File: src/rtl/mem_arb_pkg.sv
// Shared types and constants for the Memoria32 port arbiter and its helpers.
package mem_arb_pkg;

  typedef enum logic [1:0] {
    IDLE,
    BEAT,
    RESP
  } arb_state_t;

  typedef enum logic {
    SRC_IF = 1'b0,
    SRC_DM = 1'b1
  } arb_src_t;

  localparam int unsigned MEM_WORD_W  = 32;
  localparam int unsigned BEAT_STRIDE = 4;

endpackage

File: src/rtl/mem_port_arbiter_if.sv
// Requester, response and memory-port signals of the arbiter.
interface mem_port_arbiter_if #(
  parameter int unsigned ADDR_W = 64
);

  logic              if_req;
  logic [ADDR_W-1:0] if_addr;
  logic              if_gnt;
  logic              if_rvalid;
  logic [31:0]       if_rdata;

  logic              dm_req;
  logic              dm_we;
  logic              dm_dbl;
  logic [ADDR_W-1:0] dm_addr;
  logic [63:0]       dm_wdata;
  logic              dm_gnt;
  logic              dm_done;
  logic [63:0]       dm_rdata;

  logic [ADDR_W-1:0] mem_raddr;
  logic [ADDR_W-1:0] mem_waddr;
  logic [31:0]       mem_wdata;
  logic              mem_wr;
  logic [31:0]       mem_rdata;

  // Requesters plus the memory itself.
  modport master (
    output if_req, if_addr, dm_req, dm_we, dm_dbl, dm_addr, dm_wdata, mem_rdata,
    input  if_gnt, if_rvalid, if_rdata, dm_gnt, dm_done, dm_rdata,
    input  mem_raddr, mem_waddr, mem_wdata, mem_wr
  );

  modport slave (
    input  if_req, if_addr, dm_req, dm_we, dm_dbl, dm_addr, dm_wdata, mem_rdata,
    output if_gnt, if_rvalid, if_rdata, dm_gnt, dm_done, dm_rdata,
    output mem_raddr, mem_waddr, mem_wdata, mem_wr
  );

endinterface

File: src/rtl/rr_pick2.sv
// Combinational two-way round-robin picker; req[0] is IF, req[1] is DM.
module rr_pick2
  import mem_arb_pkg::*;
(
  input  logic [1:0] req,
  input  arb_src_t   last,
  output arb_src_t   winner
);

  always_comb begin
    winner = SRC_IF;
    if (req == 2'b11) begin
      winner = (last == SRC_IF) ? SRC_DM : SRC_IF;
    end else if (req[1]) begin
      winner = SRC_DM;
    end
  end

endmodule

File: src/rtl/mem_port_arbiter.sv
// Shares the single 32-bit memory port between instruction fetch and data memory,
// splitting 64-bit data accesses into two consecutive word beats.
module mem_port_arbiter
  import mem_arb_pkg::*;
#(
  parameter int unsigned MEM_LAT = 1,
  parameter int unsigned ADDR_W  = 64
) (
  input  logic              CLK,
  input  logic              RST,
  mem_port_arbiter_if.slave bus
);

  arb_state_t            state_q, state_d;
  arb_src_t              last_q, last_d, src_q, src_d, winner;
  logic                  we_q, we_d, dbl_q, dbl_d, beat_q, beat_d;
  logic [2:0]            lat_q, lat_d;
  logic [ADDR_W-1:0]     addr_q, addr_d, beat_addr;
  logic [63:0]           wdata_q, wdata_d, dm_rdata_q, dm_rdata_d;
  logic [MEM_WORD_W-1:0] lo_q, lo_d, if_rdata_q, if_rdata_d;
  logic                  any_req, last_beat, beat_end;

  rr_pick2 u_pick (
    .req    ({bus.dm_req, bus.if_req}),
    .last   (last_q),
    .winner (winner)
  );

  assign any_req   = bus.if_req | bus.dm_req;
  assign beat_addr = beat_q ? addr_q + ADDR_W'(BEAT_STRIDE) : addr_q;
  assign last_beat = (beat_q == dbl_q);
  assign beat_end  = we_q | (lat_q == 3'(MEM_LAT));

  always_ff @(posedge CLK) begin
    if (RST) begin
      state_q    <= IDLE;
      last_q     <= SRC_DM;
      src_q      <= SRC_IF;
      we_q       <= 1'b0;
      dbl_q      <= 1'b0;
      beat_q     <= 1'b0;
      lat_q      <= '0;
      addr_q     <= '0;
      wdata_q    <= '0;
      lo_q       <= '0;
      if_rdata_q <= '0;
      dm_rdata_q <= '0;
    end else begin
      state_q    <= state_d;
      last_q     <= last_d;
      src_q      <= src_d;
      we_q       <= we_d;
      dbl_q      <= dbl_d;
      beat_q     <= beat_d;
      lat_q      <= lat_d;
      addr_q     <= addr_d;
      wdata_q    <= wdata_d;
      lo_q       <= lo_d;
      if_rdata_q <= if_rdata_d;
      dm_rdata_q <= dm_rdata_d;
    end
  end

  always_comb begin
    state_d    = state_q;
    last_d     = last_q;
    src_d      = src_q;
    we_d       = we_q;
    dbl_d      = dbl_q;
    beat_d     = beat_q;
    lat_d      = lat_q;
    addr_d     = addr_q;
    wdata_d    = wdata_q;
    lo_d       = lo_q;
    if_rdata_d = if_rdata_q;
    dm_rdata_d = dm_rdata_q;
    unique case (state_q)
      IDLE: begin
        if (any_req) begin
          state_d = BEAT;
          last_d  = winner;
          src_d   = winner;
          beat_d  = 1'b0;
          lat_d   = '0;
          if (winner == SRC_IF) begin
            addr_d  = bus.if_addr;
            we_d    = 1'b0;
            dbl_d   = 1'b0;
            wdata_d = '0;
          end else begin
            addr_d  = bus.dm_addr;
            we_d    = bus.dm_we;
            dbl_d   = bus.dm_dbl;
            wdata_d = bus.dm_wdata;
          end
        end
      end
      BEAT: begin
        if (beat_end) begin
          lat_d = '0;
          // Read data is captured on the final beat edge so it is valid during RESP.
          if (!we_q) begin
            if (!beat_q) lo_d = bus.mem_rdata;
            if (last_beat) begin
              if (src_q == SRC_IF) if_rdata_d = bus.mem_rdata;
              else dm_rdata_d = dbl_q ? {bus.mem_rdata, lo_q} : {32'b0, bus.mem_rdata};
            end
          end
          if (last_beat) state_d = RESP;
          else beat_d = 1'b1;
        end else begin
          lat_d = lat_q + 3'd1;
        end
      end
      RESP: state_d = IDLE;
      default: state_d = IDLE;
    endcase
  end

  always_comb begin
    bus.if_gnt    = 1'b0;
    bus.dm_gnt    = 1'b0;
    bus.if_rvalid = 1'b0;
    bus.dm_done   = 1'b0;
    bus.if_rdata  = if_rdata_q;
    bus.dm_rdata  = dm_rdata_q;
    bus.mem_raddr = '0;
    bus.mem_waddr = '0;
    bus.mem_wdata = '0;
    bus.mem_wr    = 1'b0;
    unique case (state_q)
      IDLE: begin
        if (!RST && any_req) begin
          bus.if_gnt = (winner == SRC_IF);
          bus.dm_gnt = (winner == SRC_DM);
        end
      end
      BEAT: begin
        bus.mem_raddr = beat_addr;
        bus.mem_waddr = beat_addr;
        bus.mem_wr    = we_q;
        if (we_q) bus.mem_wdata = beat_q ? wdata_q[63:32] : wdata_q[31:0];
      end
      RESP: begin
        if (!RST) begin
          bus.if_rvalid = (src_q == SRC_IF);
          bus.dm_done   = (src_q == SRC_DM);
        end
      end
      default: ;
    endcase
  end

endmodule

File: src/flat_wrapper.sv
// flat-port wrapper written by rule: the top's interface ports become plain ports
module mem_port_arbiter_flat import mem_arb_pkg::*;
#(
  parameter int unsigned MEM_LAT = 1,
  parameter int unsigned ADDR_W  = 64
)
  (CLK, RST, bus_if_req, bus_if_addr, bus_dm_req, bus_dm_we, bus_dm_dbl, bus_dm_addr, bus_dm_wdata, bus_mem_rdata, bus_if_gnt, bus_if_rvalid, bus_if_rdata, bus_dm_gnt, bus_dm_done, bus_dm_rdata, bus_mem_raddr, bus_mem_waddr, bus_mem_wdata, bus_mem_wr);
  mem_port_arbiter_if #(.ADDR_W(ADDR_W)) bus_i ();
  input  logic CLK;
  input  logic RST;
  input wire logic [$bits(bus_i.if_req)-1:0] bus_if_req;
  input wire logic [$bits(bus_i.if_addr)-1:0] bus_if_addr;
  input wire logic [$bits(bus_i.dm_req)-1:0] bus_dm_req;
  input wire logic [$bits(bus_i.dm_we)-1:0] bus_dm_we;
  input wire logic [$bits(bus_i.dm_dbl)-1:0] bus_dm_dbl;
  input wire logic [$bits(bus_i.dm_addr)-1:0] bus_dm_addr;
  input wire logic [$bits(bus_i.dm_wdata)-1:0] bus_dm_wdata;
  input wire logic [$bits(bus_i.mem_rdata)-1:0] bus_mem_rdata;
  output wire logic [$bits(bus_i.if_gnt)-1:0] bus_if_gnt;
  output wire logic [$bits(bus_i.if_rvalid)-1:0] bus_if_rvalid;
  output wire logic [$bits(bus_i.if_rdata)-1:0] bus_if_rdata;
  output wire logic [$bits(bus_i.dm_gnt)-1:0] bus_dm_gnt;
  output wire logic [$bits(bus_i.dm_done)-1:0] bus_dm_done;
  output wire logic [$bits(bus_i.dm_rdata)-1:0] bus_dm_rdata;
  output wire logic [$bits(bus_i.mem_raddr)-1:0] bus_mem_raddr;
  output wire logic [$bits(bus_i.mem_waddr)-1:0] bus_mem_waddr;
  output wire logic [$bits(bus_i.mem_wdata)-1:0] bus_mem_wdata;
  output wire logic [$bits(bus_i.mem_wr)-1:0] bus_mem_wr;
  assign bus_i.if_req = bus_if_req;
  assign bus_i.if_addr = bus_if_addr;
  assign bus_i.dm_req = bus_dm_req;
  assign bus_i.dm_we = bus_dm_we;
  assign bus_i.dm_dbl = bus_dm_dbl;
  assign bus_i.dm_addr = bus_dm_addr;
  assign bus_i.dm_wdata = bus_dm_wdata;
  assign bus_i.mem_rdata = bus_mem_rdata;
  assign bus_if_gnt = bus_i.if_gnt;
  assign bus_if_rvalid = bus_i.if_rvalid;
  assign bus_if_rdata = bus_i.if_rdata;
  assign bus_dm_gnt = bus_i.dm_gnt;
  assign bus_dm_done = bus_i.dm_done;
  assign bus_dm_rdata = bus_i.dm_rdata;
  assign bus_mem_raddr = bus_i.mem_raddr;
  assign bus_mem_waddr = bus_i.mem_waddr;
  assign bus_mem_wdata = bus_i.mem_wdata;
  assign bus_mem_wr = bus_i.mem_wr;
  mem_port_arbiter #(.MEM_LAT(MEM_LAT), .ADDR_W(ADDR_W)) u_core (.CLK(CLK), .RST(RST), .bus(bus_i));
endmodule
File: config.mk
export PLATFORM = sky130hd
export DESIGN_NAME = mem_port_arbiter_flat
export DESIGN_NICKNAME = d
export VERILOG_FILES = /design/src/rtl/mem_arb_pkg.sv /design/src/rtl/mem_port_arbiter_if.sv /design/src/rtl/rr_pick2.sv /design/src/rtl/mem_port_arbiter.sv /design/src/flat_wrapper.sv
export SDC_FILE = /design/constraint.sdc
export NUM_CORES = 1
export LEC_CHECK = 0
export CELL_PAD_IN_SITES_DETAIL_PLACEMENT = 1
export CELL_PAD_IN_SITES_GLOBAL_PLACEMENT = 1
export CORE_UTILIZATION = 25
export CTS_CLUSTER_DIAMETER = 60
export DETAILED_ROUTE_END_ITERATION = 10
export HOLD_SLACK_MARGIN = 0.05
export PLACE_DENSITY = 0.64
export SLEW_MARGIN = 5
export SYNTH_ARGS = -nofsm -noshare
export SYNTH_HDL_FRONTEND = slang
export SYNTH_SLANG_ARGS = --single-unit
File: constraint.sdc
create_clock -name CLK -period 4.1 [get_ports CLK]
set_clock_uncertainty 0.1 [all_clocks]
set_input_delay 0.82 -clock CLK [delete_from_list [all_inputs] [get_ports CLK]]
set_output_delay 0.82 -clock CLK [all_outputs]
set_load 0.005 [all_outputs]
# == After elaboration in Yosys (flattened, before gate mapping) ==
# Index checks and enable logic that the tools add are counted.
# W data, S select, Z words.
# op_classes
n_div,0
n_eq_ne,9
shift,0
muxes,33
mul,0
magnitude_cmp,0
addsub,2
n_bitwise,6
reduce_logical,11
# ops
operator,count
$mux W64,5
$mux W32,3
$add A64 B3 Y64 const B,1
$mux W1,17
$reduce_and A5 Y1,2
$reduce_and A4 Y1,2
$mux W2,3
$mux W3,2
$ne A2 B1 Y1 const B,3
$pmux W3 S2,1
$eq A2 B2 Y1 const B,2
$not A1 Y1,4
$pmux W2 S2,1
$reduce_and A2 Y1,2
$add A3 B1 Y3 const B,1
$eq A3 B1 Y1 const B,1
$reduce_and A3 Y1,1
$eq A2 B1 Y1 const B,1
$logic_not A2 Y1,1
$ne A2 B2 Y1 const B,1
$or A1 B1 Y1,2
$pmux W1 S2,1
$reduce_bool A2 Y1,1
$eq A1 B1 Y1,1
other kinds (2),2
# totals
wordCells,73
mem_count,0
latch_bits,0
ram_bits,0
output_inout_bits,261
in_bits,230
ff_bits,266
romBits,0

# == Logic depth before layout (Yosys ltp) ==
# Gate-level depths: netlist of the first run.
# logic_depth
word_depth,5
mapped_depth,10
ltp_nobuf,7

# == By module ==
# From an unflattened synthesis of the first run, not the netlist that was laid out.
# unflattened
cells_unflattened,1477
area_unflattened_um2,12456.9
# by_module_without_submodules
mod,area_per_inst_um2,cells_per_inst,instances
mem_port_arbiter,12445.7,1476,1
rr_pick2,11.3,1,1

# == Least setup slack after synthesis of the first run ==
# Ideal clock, no wire load.
# synth_path
path_type,register to output
startpoint,reg u_core.addr_q[2]
endpoint,out bus_mem_waddr[46]
arrival_time_ps,2181
path_buffers,1
path_stages_with_launch,8
slack_ps,999
path_cell_list,dfxtp_1 -> ha_1 -> nand4_1 -> nor3_1 -> nand4_2 -> or4_1 -> a21oi_1 -> buf_4
# synth_via
elab_chain_cells,3
# synth_rtl
element,line,rtl
from (decl),mem_port_arbiter.sv:18,"logic [ADDR_W-1:0] addr_q, addr_d, beat_addr;"
from (signal assigned),mem_port_arbiter.sv:56,addr_q <= addr_d;
$add A64 B3 Y64,mem_port_arbiter.sv:30,assign beat_addr = beat_q ? addr_q + ADDR_W'(BEAT_STRIDE) : addr_q;
$mux W64,mem_port_arbiter.sv:30,
$mux W64,-,
to (decl),flat_wrapper.sv:26,output wire logic [$bits(bus_i.mem_waddr)-1:0] bus_mem_waddr;
# Every way passes these cells.

# == Worst setup path after layout of the first run ==
# layout_path
startpoint,reg u_core.addr_q[33]
endpoint,out bus_mem_waddr[44]
# layout_via
elab_chain_cells,3
# layout_rtl
element,line,rtl
$add A64 B3 Y64,mem_port_arbiter.sv:30,
$mux W64,mem_port_arbiter.sv:30,
$mux W64,mem_port_arbiter.sv:131,unique case (state_q)
# Every way passes these cells.

==> insert_results.sql, run 1 <==
INSERT INTO impl_metrics (metric_group, metric, value, unit) VALUES
('clocking', 'cts_sinks', '266', ''),
('timing', 'max_freq', '248', 'MHz'),
('worst_setup_path', 'ff2ff_setup_slack', '0.99', 'ns'),
('pwr', 'seqPwrFrac', '37.9', '%'),
('worst_setup_path', 'worst-setup-path-type', 'reg -> out', ''),
('route', 'firstDrtPassIters', '4', ''),
('die', 'floorplan.rows', '81', ''),
('clocking', 'numCtsBuffers', '36', ''),
('synthesis', 'post-synth-top-area-cell', 'sky130_fd_sc_hd__dfxtp_1', ''),
('final_layout', 'post_layout_util', '39.5', '%'),
('worst_setup_path', 'r2r.worst_path.cells', '7', ''),
('global_route', 'overflow', '0', ''),
('final_layout', 'final_cell_mix', 'sky130_fd_sc_hd__clkdlybuf4s50_1 (472), sky130_fd_sc_hd__dfxtp_1 (248), sky130_fd_sc_hd__nand2_1 (183)', ''),
('pwr', 'irDropWorstVdd', '0.260', 'mV'),
('place', 'place.gp.congestion', '0.874', ''),
('synthesis', 'async_reset_ff_share', '0', '%'),
('worst_setup_path', 'worstSetupStartpointType', 'flip-flop', ''),
('clocking', 'cts_tree', 'yes', ''),
('route', 'route.vias.total', '12500', ''),
('global_route', 'grt_pass1_wl', '76800', 'µm'),
('global_route', 'grt_use_total', '19.5', '%'),
('final_layout', 'final-instance-count-excl-fill', '2577', ''),
('final_layout', 'multi_input_area', '6510', 'µm²'),
('status', 'outcome', 'completed', ''),
('synthesis', 'post_synth_edffs', '0', ''),
('timing', 'final.period_utilization', '98.2', '%'),
('timing', 'setup_tns', '0', 'ns'),
('final_layout', 'area.sequential', '5350', 'µm²'),
('synthesis', 'mappedNetlistArea', '12600', 'µm²'),
('route', 'met2_length', '25500', 'µm'),
('place', 'detail_placement_hpwl', '37100', 'µm'),
('die', 'dieArea', '51300', 'µm²'),
('die', 'coreArea', '49400', 'µm²'),
('clocking', 'cts_max_level', '2', ''),
('route', 'routed.top_layer', 'met5', ''),
('final_layout', 'synthToLayoutAreaGrowth', '54.5', '%'),
('min_path', 'hold_path.startpoint', 'u_core.bus.dm_rdata[52]', ''),
('global_route', 'grt_antenna_before_repair', '2', ''),
('final_layout', 'fraction_of_layout_instances_using_a_drive_strength_above_1', '10.5', '%'),
('die', 'floorplan.initialDensity', '25.5', '%'),
('die', 'die_width', '227', 'µm'),
('route', 'wl_met1', '20900', 'µm'),
('synthesis', 'synth.top_cell.area_share', '42.2', '%'),
('final_layout', 'num-fill-cells', '5722', ''),
('worst_setup_path', 'slowest_cell_on_the_critical_path', 'sky130_fd_sc_hd__clkdlybuf4s50_1', ''),
('route', 'initial_drc_count', '529', ''),
('route', 'post_drt_wl_per_cell', '20.0', 'µm'),
('synthesis', 'yosysWarnings', '0', ''),
('worst_setup_path', 'end_kind', 'output pin', ''),
('worst_setup_path', 'reg2reg_from', 'u_core.beat_q', ''),
('place', 'placedCellCount', '2489', ''),
('timing', 'grt_setup_unrepaired', 'yes', ''),
('worst_setup_path', 'timing.critical_path.depth', '7', ''),
('clocking', 'cts-root-to-sink-buffers', '3', ''),
('pwr', 'p_comb_share', '18.0', '%'),
('timing', 'fin_crit', '4.03', 'ns'),
('synthesis', 'netlist_instances', '1482', ''),
('place', 'port-buffer-count', '490', ''),
('worst_setup_path', 'cp_data_arrival_time', '3.11', 'ns'),
('clocking', 'cts_hold_buffers', '0', ''),
('min_path', 'worst_hold_path_type', 'reg -> reg', ''),
('route', 'post-route-drc-count', '0', ''),
('pwr', 'clock_power_share', '44.2', '%'),
('final_layout', 'postLayoutCellArea', '19500', 'µm²'),
('route', 'drt-total-wl', '51600', 'µm'),
('synthesis', 'postSynthAreaPerCell', '8.51', 'µm²'),
('clocking', 'root_buffer_selected_by_cts', 'sky130_fd_sc_hd__clkbuf_16', ''),
('final_layout', 'mostFrequentLayoutCell', 'sky130_fd_sc_hd__clkdlybuf4s50_1', ''),
('die', 'io_pins', '491', ''),
('route', 'route.detailed.vias_per_inst', '4.84', ''),
('worst_setup_path', 'cp.buffers_inverters', '2', '');
[cell families after synthesis]
logic type      share of synthesized area (%)
buf+inv                                  8.03
mux                                      10.2
compound gates                           17.7
flops                                    42.2
xor+xnor                                 2.22
simple gates                             19.3
fa+ha+maj                               0.298
[power groups by stage]
stage / clock [µW] / combinational, µW / sequential [µW]
final: 3440 / 1400 / 2950
after global routing: 3660 / 1530 / 2980
after CTS: 3550 / 1400 / 2940
after detailed placement: 0 / 1380 / 2990
after global placement: 0 / 1360 / 2980
after floorplan: 0 / 726 / 2940
[stage by stage]
stage	hold slack [ns]	setup slack (ns)	total power, µW
floorplan	0.336	0.999	3670
detailed placement	0.346	0.274	4380
global route	0.370	-0.0501	8160
global placement	0.338	0.348	4340
finish	0.352	0.0738	7790
CTS	0.353	0.000997	7890
[worst max path at each step]
stage                      startpoint                 to  slack, ns
global placement    u_core.addr_q[42]  bus_mem_waddr[54]       0.35
finish              u_core.addr_q[33]  bus_mem_waddr[44]       0.07
detailed placement  u_core.addr_q[19]  bus_mem_waddr[51]       0.27
floorplan            u_core.addr_q[2]  bus_mem_waddr[46]        1.0
CTS                 u_core.addr_q[42]  bus_mem_waddr[51]      0.001
global route        u_core.addr_q[12]  bus_mem_raddr[50]      -0.05
[synthesized netlist by cell type (6+ instances only)]
master and count:
sky130_fd_sc_hd__dfxtp_1 266, sky130_fd_sc_hd__nand2_1 183, sky130_fd_sc_hd__nor2_1 177, sky130_fd_sc_hd__a21oi_1 129
sky130_fd_sc_hd__mux2i_1 129, sky130_fd_sc_hd__a211oi_1 96, sky130_fd_sc_hd__clkbuf_1 85, sky130_fd_sc_hd__a22o_1 66
sky130_fd_sc_hd__buf_4 65, sky130_fd_sc_hd__nand3_1 46, sky130_fd_sc_hd__nand4_1 25, sky130_fd_sc_hd__buf_2 22
sky130_fd_sc_hd__xor2_1 17, sky130_fd_sc_hd__xnor2_1 15, sky130_fd_sc_hd__o21ai_0 13, sky130_fd_sc_hd__and3_1 12
sky130_fd_sc_hd__buf_1 12, sky130_fd_sc_hd__inv_1 12, sky130_fd_sc_hd__nor3_1 10, sky130_fd_sc_hd__or3_1 10
sky130_fd_sc_hd__and2_1 9, sky130_fd_sc_hd__nand4b_1 8, sky130_fd_sc_hd__nor4_1 8, sky130_fd_sc_hd__and4_1 7
sky130_fd_sc_hd__o31ai_1 6, sky130_fd_sc_hd__o41ai_1 6, sky130_fd_sc_hd__or4_1 6
[registers in the layout, summed over array words and instances, names as in the netlist, 2 cells and up]
signal and cells:
u_core.bus.if_rdata 32, u_core.addr_q 64, u_core.lo_q 32, u_core.bus.dm_rdata 64
u_core.lat_q 3, u_core.wdata_q 64, u_core.state_q 2
[metal layers]
| layer | track usage, % | vias up |
|---|---|---|
| met1 | 22.6 | 6002 |
| met4 | 6.17 | 2 |
| li1 | - | 6014 |
| met5 | 0 | - |
| met3 | 5.14 | 83 |
| met2 | 34.7 | 378 |
[repair_timing]
action	4_1_cts	5_1_grt
pin swaps	6	20
buffers inserted	7	15
resized for setup	26	53
setup endpoints to repair	47	56
endpoints found under the hold margin	0	0
[tightest hold or removal path, stage by stage (launching register included)]
cell	delay (ns)
sky130_fd_sc_hd__dfxtp_1	0.31
sky130_fd_sc_hd__nand2_1	0.05
sky130_fd_sc_hd__a21oi_1	0.05
[area by class of cell]
| type | count | area share [%] |
|---|---|---|
| Multi-Input combinational cell | 1019 | 33.4 |
| Timing Repair Buffer | 550 | 27.9 |
| Sequential cell | 266 | 27.5 |
| Clock buffer | 45 | 5.21 |
| Tap cell | 664 | 4.26 |
| Clock inverter | 20 | 1.52 |
| Inverter | 12 | 0.231 |
| Antenna cell | 1 | 0.0128 |
Note: power is estimated with default switching activity, not from simulation.
==> run 2: changes to the inputs <==
--- a/config.mk
+++ b/config.mk
@@ -11,6 +11,7 @@
 export CTS_CLUSTER_DIAMETER = 60
 export DETAILED_ROUTE_END_ITERATION = 10
 export HOLD_SLACK_MARGIN = 0.05
+export MAX_ROUTING_LAYER = met4
 export PLACE_DENSITY = 0.64
 export SLEW_MARGIN = 5
 export SYNTH_ARGS = -nofsm -noshare
==> run 2 against run 1 <==
Compared with the run above:
- die area unchanged
- wire length decreased by 0.13%
- flip-flop and latch count unchanged
- cell count is essentially flat
- clock power about the same
- via count increased by 0.18%
- critical path depth rose by 1
- first-iteration DRC count decreased by 0.76%
- fmax down 0.68%
- critical path type unchanged
- highest routed layer is now met4
==> insert_results.sql, run 2 (same netlist as run 1, synthesis figures left out) <==
INSERT INTO impl_metrics (metric_group, metric, value, unit) VALUES
('flow_run', 'max-cap-violations', '0', ''),
('worst_setup_path', 'slowest_delay', '0.64', 'ns'),
('die', 'dieArea', '51300', 'µm²'),
('clocking', 'clkSlewWorstSetupHoldPaths', '0.06', 'ns'),
('clocking', 'root_buffer_selected_by_cts', 'sky130_fd_sc_hd__clkbuf_16', ''),
('timing', 'hold_viol_final', '0', ''),
('worst_setup_path', 'end_kind', 'output pin', ''),
('route', 'antenna_violating_nets_post_route', '0', ''),
('worst_setup_path', 'worst-setup-path-type', 'reg -> out', ''),
('clocking', 'cts_tree', 'yes', ''),
('final_layout', 'final-instance-count-excl-fill', '2576', ''),
('min_path', 'worst_hold_path_type', 'reg -> reg', ''),
('place', 'placedCellCount', '2489', ''),
('clocking', 'clock_latency', '0.54', 'ns'),
('place', 'place.gp.congestion', '0.888', ''),
('timing', 'headroom_to_the_max_slew_limit', '30.2', '%'),
('worst_setup_path', 'ff2ff_setup_slack', '0.99', 'ns'),
('worst_setup_path', 'timing.critical_path.fanout_max', '4', ''),
('pwr', 'total_power', '7790', 'µW'),
('worst_setup_path', 'r2r-end', 'u_core.bus.dm_rdata[20]', ''),
('timing', 'worst_hold_slack', '0.351', 'ns'),
('worst_setup_path', 'worstSetupStartpointType', 'flip-flop', ''),
('worst_setup_path', 'cp.buffers_inverters', '3', ''),
('pwr', 'sw_frac_of_total', '27.2', '%'),
('clocking', 'cts_max_level', '2', ''),
('pwr', 'power.net_switching', '2120', 'µW'),
('pwr', 'irDropWorstVdd', '0.261', 'mV'),
('min_path', 'whs_endpoint', 'u_core.bus.dm_rdata[52]', ''),
('worst_setup_path', 'critical_path_rt', '3.18', 'ns'),
('timing', 'max_freq', '247', 'MHz'),
('route', 'route.vias.total', '12500', ''),
('global_route', 'grt_pass1_vias', '12800', ''),
('pwr', 'static-leakage-power', '0.00681', 'µW'),
('timing', 'setup_tns', '0', 'ns'),
('global_route', 'overflow', '0', ''),
('global_route', 'grt_use_total', '20.1', '%'),
('final_layout', 'final_nets', '2116', ''),
('worst_setup_path', 'r2r.worst_path.cells', '7', ''),
('timing', 'max_slew.worst_pin.slew', '1.05', 'ns'),
('pwr', 'clock_power_share', '44.2', '%'),
('global_route', 'grt_pass1_wl', '76700', 'µm'),
('route', 'post-route-drc-count', '0', ''),
('pwr', 'p_comb_share', '17.9', '%'),
('die', 'floorplan.rows', '81', ''),
('route', 'route.detailed.vias_per_inst', '4.85', ''),
('final_layout', 'postLayoutCellArea', '19500', 'µm²'),
('worst_setup_path', 'cp_data_arrival_time', '3.13', 'ns'),
('die', 'die_h', '227', 'µm'),
('pwr', 'seqPwrFrac', '37.9', '%'),
('timing', 'slew_violations', '0', ''),
('route', 'drt-total-wl', '51500', 'µm'),
('timing', 'final.period_utilization', '98.9', '%'),
('final_layout', 'area.sequential', '5350', 'µm²'),
('die', 'die_width', '227', 'µm'),
('final_layout', 'final_cell_mix', 'sky130_fd_sc_hd__clkdlybuf4s50_1 (472), sky130_fd_sc_hd__dfxtp_1 (247), sky130_fd_sc_hd__nand2_1 (183)', ''),
('timing', 'fin_crit', '4.05', 'ns'),
('final_layout', 'multi_input_area', '6500', 'µm²'),
('place', 'placed_area', '17700', 'µm²'),
('final_layout', 'num-fill-cells', '5721', ''),
('clocking', 'cts_sinks', '266', ''),
('route', 'met2_length', '25800', 'µm'),
('route', 'post_drt_wl_per_cell', '20.0', 'µm'),
('clocking', 'cts-root-to-sink-buffers', '3', ''),
('route', 'wl_met1', '20800', 'µm'),
('final_layout', 'fraction_of_layout_instances_using_a_drive_strength_above_1', '10.4', '%'),
('global_route', 'grt_start_max_net_pins', '133', ''),
('global_route', 'grt_antenna_before_repair', '2', ''),
('pwr', 'internal_power', '5670', 'µW'),
('place', 'port-buffer-count', '490', ''),
('place', 'detail_placement_hpwl', '37100', 'µm'),
('status', 'outcome', 'completed', ''),
('die', 'floorplan.initialDensity', '25.5', '%'),
('worst_setup_path', 'cpLargestDelayFamily', 'simple AND/OR/NAND/NOR gates', ''),
('route', 'dr_wl_met3', '3580', 'µm'),
('route', 'firstDrtPassIters', '4', ''),
('min_path', 'hold_path.startpoint', 'u_core.bus.dm_rdata[52]', ''),
('die', 'coreArea', '49400', 'µm²'),
('worst_setup_path', 'reg2reg_from', 'u_core.beat_q', ''),
('final_layout', 'synthToLayoutAreaGrowth', '54.5', '%'),
('clocking', 'numCtsBuffers', '36', ''),
('route', 'initial_drc_count', '525', ''),
('min_path', 'worstHoldPathCells', '2', ''),
('worst_setup_path', 'slowest_cell_on_the_critical_path', 'sky130_fd_sc_hd__clkdlybuf4s50_1', ''),
('worst_setup_path', 'cp_cell_sequence', 'nand4_1, nor4_4, nor4b_4, buf_4, buf_4, nand4_1, a21oi_1, clkdlybuf4s50_1', ''),
('final_layout', 'mostFrequentLayoutCell', 'sky130_fd_sc_hd__clkdlybuf4s50_1', ''),
('die', 'io_pins', '491', ''),
('timing', 'finalSetupViolations', '0', ''),
('route', 'routed.top_layer', 'met4', ''),
('pwr', 'powerDensity', '400', 'nW/µm²');
==> run 2: worst max path at each step <==
stage / startpoint / endpoint / depth (start not counted)
after floorplan: u_core.addr_q[2] / bus_mem_waddr[46] / 7
after global placement: u_core.addr_q[42] / bus_mem_waddr[54] / 6
after detailed placement: u_core.addr_q[19] / bus_mem_waddr[51] / 6
after CTS: u_core.addr_q[42] / bus_mem_waddr[51] / 6
after global routing: u_core.addr_q[24] / bus_mem_raddr[63] / 8
final: u_core.addr_q[27] / bus_mem_raddr[63] / 8
==> run 2: tightest hold or removal path, stage by stage (launching register included) <==
cell and delay (ns):
sky130_fd_sc_hd__dfxtp_1 0.31, sky130_fd_sc_hd__nand2_1 0.05, sky130_fd_sc_hd__a21oi_1 0.05
==> run 2: layer usage <==
layer,vias to the layer above,track usage [%]
li1,6004,-
met1,6031,22.6
met2,385,34.8
met3,82,5.03
met4,0,6.12
met5,-,-
==> run 2: power groups by stage <==
stage                     registers, µW  logic [µW]  clock network [µW]
after floorplan                    2940         726                   0
after global routing               2980        1520                3660
after CTS                          2940        1400                3550
final                              2950        1400                3440
after detailed placement           2990        1380                   0
after global placement             2980        1360                   0
==> run 2: area by class of cell <==
class,instances,area share [%]
sequential,266,27.5
antenna,2,0.0257
inverter,12,0.231
clock buffer,45,5.22
timing repair buffer,548,27.9
multi-input combinational,1019,33.4
clock inverter,20,1.52
tap,664,4.27
==> run 2: what timing repair did <==
action | 4_1_cts | 5_1_grt
setup buffers | 7 | 13
pin swaps | 6 | 21
setup endpoints to repair | 47 | 56
hold endpoints to repair | 0 | 0
gates cloned | 0 | 0
gates resized for setup | 26 | 54
hold buffers | 0 | 0
==> run 2: through the flow <==
| step | worst slack [ns] | utilization, % |
|---|---|---|
| after CTS | 0.000997 | 38.9 |
| after floorplan | 0.999 | - |
| after global placement | 0.348 | 36.0 |
| final | 0.0461 | 39.5 |
| after global routing | -0.0783 | 39.5 |
| after detailed placement | 0.274 | 36.0 |
